===== src/rtl/pu_sequencer.sv =====
// Initiator-side sequencer for one 4-input PU: buffers operands, strobes ldM/ldRes,
// captures aOut and hands the result upstream over valid/ready.
module pu_sequencer #(
  parameter int ADD_WAIT = 1,
  parameter int WIDTH    = 32
) (
  input  logic             clk,
  input  logic             rst,
  input  logic             wr_en,
  input  logic [2:0]       wr_addr,
  input  logic [WIDTH-1:0] wr_data,
  input  logic             start,
  output logic             busy,
  output logic             wr_err,
  input  logic             err_clr,
  output logic             ldM,
  output logic             ldRes,
  output logic [WIDTH-1:0] a1,
  output logic [WIDTH-1:0] a2,
  output logic [WIDTH-1:0] a3,
  output logic [WIDTH-1:0] a4,
  output logic [WIDTH-1:0] w1,
  output logic [WIDTH-1:0] w2,
  output logic [WIDTH-1:0] w3,
  output logic [WIDTH-1:0] w4,
  input  logic [WIDTH-1:0] aOut,
  output logic             res_valid,
  input  logic             res_ready,
  output logic [WIDTH-1:0] res_data
);

  localparam logic [2:0] IDLE = 3'd0;
  localparam logic [2:0] LDM  = 3'd1;
  localparam logic [2:0] SUM  = 3'd2;
  localparam logic [2:0] CAP  = 3'd3;
  localparam logic [2:0] DONE = 3'd4;

  logic [2:0]       state;
  logic [3:0]       cnt;
  logic [WIDTH-1:0] op [8];
  logic             wr_ok;

  // Strobes decode straight from state so an async reset drops them at once.
  assign busy      = (state != IDLE);
  assign ldM       = (state == LDM);
  assign ldRes     = (state == SUM) && (cnt == 4'd0);
  assign res_valid = (state == DONE);
  assign wr_ok     = wr_en && !busy;

  genvar i;
  generate
    for (i = 0; i < 8; i++) begin : g_op
      always_ff @(posedge clk or negedge rst) begin
        if (!rst)                           op[i] <= '0;
        else if (wr_ok && wr_addr == 3'(i)) op[i] <= wr_data;
      end
    end
  endgenerate

  assign a1 = op[0];
  assign a2 = op[1];
  assign a3 = op[2];
  assign a4 = op[3];
  assign w1 = op[4];
  assign w2 = op[5];
  assign w3 = op[6];
  assign w4 = op[7];

  always_ff @(posedge clk or negedge rst) begin
    if (!rst) begin
      state    <= IDLE;
      cnt      <= '0;
      res_data <= '0;
    end else begin
      case (state)
        IDLE: if (start) state <= LDM;
        LDM: begin
          cnt   <= 4'(ADD_WAIT - 1);
          state <= SUM;
        end
        SUM: begin
          if (cnt == 4'd0) state <= CAP;
          else             cnt   <= cnt - 4'd1;
        end
        CAP: begin
          res_data <= aOut;
          state    <= DONE;
        end
        DONE: if (res_ready) state <= IDLE;
        default: state <= IDLE;
      endcase
    end
  end

  // A fresh error in the same cycle as err_clr keeps the flag set.
  always_ff @(posedge clk or negedge rst) begin
    if (!rst)                          wr_err <= 1'b0;
    else if (busy && (wr_en || start)) wr_err <= 1'b1;
    else if (err_clr)                  wr_err <= 1'b0;
  end

endmodule


===== config.mk =====
export PLATFORM = sky130hd
export DESIGN_NAME = pu_sequencer
export DESIGN_NICKNAME = d
export VERILOG_FILES = /design/src/rtl/pu_sequencer.sv
export SDC_FILE = /design/constraint.sdc
export NUM_CORES = 1
export LEC_CHECK = 0
export CORE_UTILIZATION = 42
export CTS_CLUSTER_DIAMETER = 120
export CTS_CLUSTER_SIZE = 30
export DETAILED_ROUTE_END_ITERATION = 12
export PLACE_DENSITY = 0.77
export SYNTH_ARGS = -nofsm -noshare
export SYNTH_HDL_FRONTEND = slang
export SYNTH_SLANG_ARGS = --single-unit

===== constraint.sdc =====
create_clock -name clk -period 2.08 [get_ports clk]
set_clock_uncertainty 0.05 [all_clocks]
set_input_delay 0.416 -clock clk [delete_from_list [all_inputs] [get_ports clk]]
set_output_delay 0.416 -clock clk [all_outputs]
set_load 0.02 [all_outputs]

==> results.toml <==
[global_route]
overflow = 0
grt_pass1_vias = 7948
antenna_found_initial = 2
grt_max_degree = 58
grt_pass1_wl_mm = 48.9
grt_usage_pct = 23.1

[pwr]
comb_power_share_pct = 52.3
power.density_nw_per_um2 = 1590
power_uw = 26800
irDropWorstVdd_uv = 944
power_frac_seq_pct = 37.0
switching_share_pct = 35.8
pwr-share-clk_pct = 10.7
leakagePower_uw = 0.00763
cellInternalPower_uw = 17200
switching_power_uw = 9590

[timing]
fin_crit_sh_pct = 112
setup_violations = 189
hold_viol = 0
fmax_ghz = 0.428
fin_ws_ps = -257
fin_crit_ps = 2340
slew_headroom_pct = 63.0
rsz0062_at_grt = "true"
worst-slew-pin-transition_ps = 551
report.final.slew_viol_count = 0

[synth]
avgSynthCellArea_sq_um = 16.9
yosysSeqAreaShare_pct = 65.7
synth_cell_types = 32
synth_area_leaders = "dfrtp_1, mux2_2, mux2_4, mux2_1, buf_6"
syn_nets = 743
synth-edff-count = 0
ys.flop_type = "dfrtp_1"
syn_inst = 669
syn_area_sq_um = 11300
ys_ff_latch = 296
synth_area_leader_cell = "dfrtp_1"
synth-async-reset-ratio_pct = 100
synth.top_cell.area_share_pct = 65.7
ys_warn_count = 0

[drt]
routed_wl_mm = 32.7
viasPerCell = 5.12
drtPass1Iterations = 8
initialDrtViolationCount = 370
num_vias = 7301
drc = 24
ant_nets = 0
wl_per_cell_um = 23.0

[worst_setup_path]
r2r_end = "w1[13]"
r2r_setup_slack_ps = -260
end_kind = "flip-flop"
cp.arrival_ps = 2670
critPathMostFrequentCell = "or4b_4"
critPathMaxStageDelay_ps = 570
cp_max_fo = 16
r2r_cells = 5
critPathLaunchType = "flip-flop"
worstSetupPathType = "reg2reg"
r2r_start = "state[2]"
cp_cell_sequence = "or4b_4, buf_6, or4b_4, buf_12, mux2_4"
critPathRequiredTime_ps = 2410
cp_slowest_cell = "or4b_4"

[clock_network]
clk_path_buf_depth = 3
cts_tree = "yes"
cts_sinks = 296
cts-root-buf = "clkbuf_16"
clk_pin_slew_ps = 110
clock_latency_ps = 490
cts_buffers = 13
cts_max_level = 1

[place]
dpl_cell_area_sq_um = 15700
io_buffer_count = 365
dpl.hpwl_mm = 20.7
place.gp.congestion = 0.792

[floorplanning]
rows = 59
die_w_um = 166
dieArea_sq_um = 27500
start_util_pct = 43.0
io_pins = 366
core-area_sq_um = 26200
die_h_um = 166

[finish]
fill_cells = 1883
drive_above_1_share_pct = 35.8
nets = 1162
finalInstanceArea_sq_um = 16900
syn2layout_area_growth_pct = 49.9

[outcome]
outcome = "finished with violations"
violations = "design-rule violations, negative setup slack"

[hold_path]
hp-class = "in2async"

[flow_run]
maxCapViolCount = 0
[area by class of cell]
type / count / area, sq um / area share (%)
Clock buffer: 14 / 329 / 1.95
Antenna cell: 2 / 5.00 / 0.0296
Sequential cell: 296 / 7410 / 43.8
Timing Repair Buffer: 438 / 4760 / 28.2
Multi-Input combinational cell: 332 / 3950 / 23.3
Inverter: 7 / 26.3 / 0.156
Tap cell: 335 / 419 / 2.48
Clock inverter: 1 / 5.00 / 0.0296
[cell families (layout without fill, tap and decap cells)]
group	Yosys count	in the layout	synth area share, %
and+or+nand+nor	32	32	1.85
muxes	290	290	29.9
buffers and inverters	41	460	1.89
xor gates and xnor gates	1	1	0.0777
AOI/OAI and AO/OA	8	8	0.422
DFF	296	296	65.7
adders and majority gates	1	1	0.111
other	0	2	0
[worst max path at each step]
stage	startpoint	endpoint	slack (ps)
2_1_floorplan	state[1]	w1[10]	-50
3_3_place_gp	wr_en	a3[16]	-770
5_1_grt	state[2]	w3[7]	-290
3_5_place_dp	wr_en	a3[15]	-820
4_1_cts	state[2]	w1[10]	-220
6_report	state[2]	w1[13]	-260
[metrics by stage]
stage               std cells  setup slack (ps)  setup TNS (ps)  utilization (%)  hold WS, ps
floorplan                 669             -48.8           -2870                -         70.4
global placement         1375              -767          -90980             59.8          326
detailed placement       1375              -819          -95560             59.8          329
CTS                      1408              -224          -18370             63.1          401
global route             1425              -286          -37820             64.5          414
finish                   1425              -257          -26740             64.5          372
[synth_stat cells, drive strengths merged (2+ instances only)]
| master | n |
|---|---|
| clkbuf | 15 |
| nor2 | 5 |
| mux2i | 2 |
| nand2 | 4 |
| and4b | 2 |
| nand3b | 3 |
| inv | 7 |
| nand3 | 3 |
| dfrtp | 296 |
| buf | 19 |
| o21ai | 4 |
| mux2 | 288 |
| nand2b | 2 |
| or4 | 2 |
| or4b | 3 |
| nor3 | 2 |
[worst max-delay path: cells and delay by family, from the launching register on]
family                 cells  cell delay (ps)
muxes                      1              310
DFF                        1              420
and+or+nand+nor            2             1090
buffers and inverters      2              330
[layer usage]
layer	part of all wire, %	track usage (%)	routed length (um)
met1	41	28.6	13400
met2	49	40.0	16100
met3	7.0	5.84	2300
met4	2.7	6.26	884
met5	0	0	0
[timing repair]
action | in CTS | in global routing
cloned | 7 | 8
endpoints found under the setup margin | 129 | 216
hold buffers | 1 | 0
buffers inserted | 10 | 8
pin swaps | 1 | 2
endpoints found under the hold margin | 44 | 0
resized for setup | 95 | 26
[cells in the final DEF (no fill, tap or decap), types with 2 or more instances in the layout]
cell type / n
buf_8: 3
nand2b_1: 2
mux2_1: 4
mux2i_1: 2
clkbuf_16: 20
mux2_2: 192
nand3b_1: 3
nor2_4: 2
nor2_1: 3
mux2_4: 92
nand2_1: 4
buf_16: 4
o21ai_0: 4
buf_4: 30
inv_1: 7
bufbuf_16: 2
clkdlybuf4s50_1: 360
buf_12: 20
dfrtp_1: 295
buf_6: 11
diode_2: 2
or4b_4: 3
nand3_1: 2
[flip-flops by register name, summed over array words and instances (netlist names), 4 cells and up]
name and flops:
a1 32, cnt 4, a2 32, res_data 32, w4 32, w3 32
a4 32, a3 32, w2 32, w1 32
[power groups by stage]
| stage | combinational, uW | sequential [uW] | clock [uW] |
|---|---|---|---|
| CTS | 13900 | 9900 | 2980 |
| finish | 14000 | 9910 | 2880 |
| global placement | 13200 | 9840 | 0 |
| detailed placement | 13400 | 9980 | 0 |
| floorplan | 3080 | 13200 | 0 |
| global route | 14600 | 10300 | 3130 |
Note: power is estimated with default switching activity, not from simulation.
